File: config.mk
export PLATFORM = sky130hd
export DESIGN_NAME = mtimer
export DESIGN_NICKNAME = d
export VERILOG_FILES = /design/src/rtl/mtimer.sv
export SDC_FILE = /design/constraint.sdc
export NUM_CORES = 1
export LEC_CHECK = 0
export CORE_AREA = 2 2 155 157
export DETAILED_ROUTE_END_ITERATION = 10
export DIE_AREA = 0 0 157 159
export DONT_BUFFER_PORTS = 1
export PLACE_DENSITY = 0.62
export SLEW_MARGIN = 20
export SYNTH_ARGS = -nofsm -noshare
export SYNTH_HDL_FRONTEND = slang
export SYNTH_SLANG_ARGS = --single-unit
File: constraint.sdc
create_clock -name clk -period 2.8 [get_ports clk]
set_input_delay 0.28 -clock clk [delete_from_list [all_inputs] [get_ports clk]]
set_output_delay 0.28 -clock clk [all_outputs]
set_load 0.02 [all_outputs]
File: src/rtl/mtimer.sv
// mtimer: memory-mapped 64-bit machine timer (mtime/mtimecmp) with level interrupt.
// Latency: zero-wait-state reads (data is combinational); writes land on the next posedge; irq_o is registered.
// Backpressure: none; every strobed access completes in the cycle it is presented.
//
// Ports:
//   clk, rst      - single clock, synchronous active-high reset
//   addr          - byte offset in the timer window, bits [4:2] select the word
//   wdata, wr     - write data and direction, qualified by addr_strobe
//   addr_strobe   - access valid this cycle
//   data          - read data, 0 when no read is in progress
//   irq_o         - registered level interrupt: IRQ_EN && (mtime >= mtimecmp)
//
// Optional feature macro: TIMER_PRESCALER_EN (adds the PRESCALE down-counter
// that divides the count rate by PRESCALE+1). Without it mtime counts every
// enabled cycle and PRESCALE reads as zero.
module mtimer #(
    parameter int          PrescaleWidth = 16,
    parameter logic [63:0] CmpResetValue = '1
) (
    input  logic        clk,
    input  logic        rst,
    input  logic [4:0]  addr,
    input  logic [31:0] wdata,
    output logic [31:0] data,
    input  logic        wr,
    input  logic        addr_strobe,
    output logic        irq_o
);

    localparam logic [2:0] RegMtimeLo = 3'd0;
    localparam logic [2:0] RegMtimeHi = 3'd1;
    localparam logic [2:0] RegCmpLo   = 3'd2;
    localparam logic [2:0] RegCmpHi   = 3'd3;
    localparam logic [2:0] RegCtrl    = 3'd4;
    localparam logic [2:0] RegPresc   = 3'd5;

    logic [63:0] mtime;
    logic [63:0] mtimecmp;
    logic [1:0]  ctrl;        // [0] CNT_EN, [1] IRQ_EN
    logic [31:0] hi_shadow;   // MTIME_HI as captured by the last MTIME_LO read
    logic        tick;

    logic [2:0]  word;
    logic        wr_en;
    logic        rd_en;

    assign word  = addr[4:2];
    assign wr_en = addr_strobe && wr;
    assign rd_en = addr_strobe && !wr;

    // Byte-lane bits are not decoded.
    logic unused_addr_bits;
    assign unused_addr_bits = &{1'b0, addr[1:0]};

`ifdef TIMER_PRESCALER_EN
    logic [PrescaleWidth-1:0] prescale;
    logic [PrescaleWidth-1:0] psc_cnt;

    assign tick = ctrl[0] && (psc_cnt == '0);

    always_ff @(posedge clk) begin
        if (rst) begin
            prescale <= '0;
            psc_cnt  <= '0;
        end else if (wr_en && word == RegPresc) begin
            // A new divider value restarts the period immediately.
            prescale <= wdata[PrescaleWidth-1:0];
            psc_cnt  <= wdata[PrescaleWidth-1:0];
        end else if (ctrl[0]) begin
            if (psc_cnt == '0) begin
                psc_cnt <= prescale;
            end else begin
                psc_cnt <= psc_cnt - 1'b1;
            end
        end
    end
`else
    assign tick = 1'b1;
`endif

    // Timer state. A write to either mtime half replaces that half and
    // suppresses the increment for the whole cycle, so no carry crosses
    // into the half that was not written.
    always_ff @(posedge clk) begin
        if (rst) begin
            mtime     <= '0;
            mtimecmp  <= CmpResetValue;
            ctrl      <= '0;
            hi_shadow <= '0;
            irq_o     <= 1'b0;
        end else begin
            if (wr_en && word == RegMtimeLo) begin
                mtime[31:0] <= wdata;
            end else if (wr_en && word == RegMtimeHi) begin
                mtime[63:32] <= wdata;
            end else if (ctrl[0] && tick) begin
                mtime <= mtime + 64'd1;
            end

            if (wr_en && word == RegCmpLo) begin
                mtimecmp[31:0] <= wdata;
            end
            if (wr_en && word == RegCmpHi) begin
                mtimecmp[63:32] <= wdata;
            end
            if (wr_en && word == RegCtrl) begin
                ctrl <= wdata[1:0];
            end

            // Snapshot the upper half alongside the LO read so a following
            // HI read pairs with the LO value software already has.
            if (rd_en && word == RegMtimeLo) begin
                hi_shadow <= mtime[63:32];
            end

            irq_o <= ctrl[1] && (mtime >= mtimecmp);
        end
    end

    always_comb begin
        data = '0;
        if (rd_en) begin
            case (word)
                RegMtimeLo: data = mtime[31:0];
                RegMtimeHi: data = hi_shadow;
                RegCmpLo:   data = mtimecmp[31:0];
                RegCmpHi:   data = mtimecmp[63:32];
                RegCtrl:    data = {30'd0, ctrl};
`ifdef TIMER_PRESCALER_EN
                RegPresc:   data = 32'(prescale);
`endif
                default:    data = '0;
            endcase
        end
    end

endmodule

==> flow_metrics.py <==
metrics = {
    "status": {
        "status": "complete, no violations",
    },
    "detailed_routing": {
        "ant_nets": 0,
        "drt-pass1-iter-count": 5,
        "route.detailed.drc": 0,
        "viasPerCell": 5.67,
        "wirelength_um": 28400,
        "vias": 8627,
        "wl_per_cell_um": 18.7,
        "drt-initial-drc-count": 740,
    },
    "power": {
        "vdd_drop_max_uv": 335,
        "power_density_nw_per_um2": 479,
        "leakagePower_nw": 4.78,
    },
    "worst_setup_path": {
        "worstSetupPathType": "reg2reg",
        "crit_arrival_ns": 3.01,
        "rrSetupSlack_ns": 0.16,
        "cp_slowest_stage_delay_ns": 0.59,
        "critical_path.max_fanout": 6,
        "worstSetupStartpoint": "mtime[3]",
        "r2r_start": "mtime[3]",
        "cp_top_family": "simple AND/OR/NAND/NOR gates",
        "reg2reg_to": "mtime[55]",
        "reg2reg_depth": 8,
        "crit_slowest_cell": "dlygate4sd3_1",
        "startpoint_type": "register",
        "worst-path-stages": 8,
        "crit_buf_inv": 2,
        "worstPathRequired_ns": 3.17,
        "cp_cell_sequence": "and4_1 > nand3_2 > nor3_4 > buf_4 > nand3_1 > xor2_1 > a211oi_1 > dlygate4sd3_1",
        "critPathCaptureType": "register",
        "cp-endpoint": "mtime[55]",
    },
    "yosys": {
        "avgSynthCellArea_sq_um": 8.16,
        "synth_seq_cells": 163,
        "yosys_warnings": 0,
        "syn-num-nets": 1229,
        "yosysMostFrequentCell": "dfxtp_1",
        "synth_area_sq_um": 9160,
        "seq_area_frac_synth_pct": 35.6,
        "synth_common_cells": "dfxtp_1, nor2_1, nand2_1",
        "synth_cell_types": 54,
        "synth_async_sr_flop_share_pct": 0,
        "synth-edff-count": 0,
        "synth_area_leaders": "dfxtp_1, ha_1, a211o_1, nor2_1, a22oi_1",
        "yosys.area.top_type": "dfxtp_1",
        "synthCells": 1123,
        "ys.flop_type": "dfxtp_1",
        "yosysTopAreaCellShare_pct": 35.6,
    },
    "sta": {
        "finalClockSkew_ns": 0.0141,
        "period_needed_ns": 2.64,
        "rsz0062_at_grt": "no",
        "worstMarginPinSlew_ns": 0.688,
        "final_max_slew_viol_count": 0,
        "hold_violations": 0,
        "fin_setup_tns_ns": 0,
        "fmax_ghz": 0.379,
        "setup_viol": 0,
        "post-route-period-util_pct": 94.2,
        "max-slew-margin-rel_pct": 53.7,
    },
    "placement": {
        "place.port_buffers": 0,
        "place_congestion": 0.829,
        "numPlacedInstances": 1430,
        "dp_hpwl_um": 18700,
    },
    "global_route": {
        "grt_max_degree": 138,
        "grt_pass1_wl_um": 45200,
        "grt_pass1_vias": 8238,
        "grt.overflow.total": 0,
        "antenna_found_initial": 1,
        "track_usage_pct": 22.9,
    },
    "clock_tree": {
        "cts_buffer_depth": 2,
        "clock_sinks": 163,
        "cts_inserted_buffers": 17,
        "clk_pin_slew_worst_paths_ns": 0.06,
        "cts_tree": "done",
        "cts-root-buf": "clkbuf_16",
        "clock_latency_ns": 0.43,
        "htreeDepth": 4,
    },
    "floorplan": {
        "die_w_um": 157,
        "die_h_um": 159,
        "start_util_pct": 39.5,
        "core-area_sq_um": 23200,
        "ioPinCount": 74,
        "rows": 56,
        "die_area_sq_um": 25000,
    },
    "finish": {
        "post-route-util_pct": 47.7,
        "fill_cells": 2284,
        "finalNonFillerCells": 1521,
        "area_growth_syn_to_layout_pct": 20.8,
        "drive_gt1_share_pct": 9.91,
        "finalNetCount": 1295,
    },
    "min_path": {
        "hp-class": "in2reg",
    },
    "run": {
        "maxCapViolations": 0,
    },
}
[worst reg2reg max path, stage by stage (launching register included)]
cell	delay [ns]
dfxtp_1	0.44
and4_1	0.31
nand3_2	0.20
nor3_4	0.34
buf_4	0.23
nand3_1	0.09
xor2_1	0.15
a211oi_1	0.25
dlygate4sd3_1	0.59
[cell type report]
class / count / area (sq um) / area share [%]
inverters: 69 / 259 / 2.34
repair buffers: 123 / 1110 / 10.0
clock buffers: 23 / 478 / 4.32
multi-input cells: 815 / 5410 / 48.8
diodes: 1 / 2.50 / 0.0226
well taps: 319 / 399 / 3.61
clock inverters: 8 / 148 / 1.33
flip-flops and latches: 163 / 3270 / 29.5
[kinds of logic (layout without fill, tap and decap cells)]
logic type | after synthesis | count (layout) | share of synthesized area, %
mux | 5 | 5 | 0.573
simple gates | 372 | 372 | 19.4
flops | 163 | 163 | 35.6
fa+ha+maj | 65 | 65 | 8.87
buf+inv | 145 | 223 | 6.05
other cells | 0 | 1 | 0
xor+xnor | 50 | 50 | 4.78
compound gates | 323 | 323 | 24.7
[cell usage in the layout, fill, tap and decap left out, drive strengths merged, types with 5 or more instances in the layout]
master	count
a211o	64
a211oi	52
a21o	9
a21oi	89
a22oi	64
a311oi	6
and2	8
and3	14
and4	9
buf	66
clkbuf	23
dfxtp	163
dlygate4sd3	57
ha	65
inv	71
nand2	100
nand3	37
nand4	39
nor2	132
nor3	7
nor4	6
o21ai	15
or3	6
xnor2	5
xor2	45
[repair_timing]
action                     4_1_cts  5_1_grt
hold buffers                    58        0
setup endpoints to repair        0        8
hold endpoints to repair       162        0
gates resized for setup          0        9
setup buffers                    0        1
[where the power goes]
group / switching, mW / internal (mW) / total (mW)
logic: 0.218 / 0.157 / 0.375
registers: 0.0403 / 2.36 / 2.40
clock network: 0.968 / 1.56 / 2.53
[per-stage QoR]
| stage | power [mW] | cell area [sq um] | worst slack [ns] | hold WS [ns] |
|---|---|---|---|---|
| after floorplan | 2.67 | 9160 | 0.730 | 0.398 |
| after global placement | 2.72 | 9800 | 0.448 | 0.366 |
| after detailed placement | 2.72 | 9800 | 0.409 | 0.374 |
| after CTS | 5.34 | 11000 | 0.0286 | 0.00102 |
| after global routing | 5.47 | 11100 | 0.0271 | 0.0127 |
| final | 5.31 | 11100 | 0.163 | 0.0194 |
[routing by layer]
layer | global-route usage [%] | vias up | wire length, um
li1 | - | 4202 | -
met1 | 31.9 | 4186 | 13400
met2 | 36.9 | 211 | 13300
met3 | 3.65 | 28 | 1330
met4 | 5.75 | 0 | 364
met5 | 0 | - | 0
[registers in the layout, summed over array words and instances, names as in the netlist]
| register | cells |
|---|---|
| ctrl | 2 |
| mtime | 64 |
| hi_shadow | 32 |
| mtimecmp | 64 |
| irq_o | 1 |
[worst min-delay path by stage]
| stage | start | to | slack [ns] | cells past startpoint |
|---|---|---|---|---|
| finish | wdata[28] | mtime[60] | 0.02 | 2 |
| global route | wdata[28] | mtime[60] | 0.01 | 2 |
| CTS | wdata[28] | mtime[60] | 0.001 | 2 |
| detailed placement | rst | hi_shadow[22] | 0.37 | 1 |
| global placement | rst | hi_shadow[17] | 0.37 | 1 |
| floorplan | wdata[10] | mtimecmp[10] | 0.40 | 1 |
No activity file was read; power rests on OpenSTA's default activity.
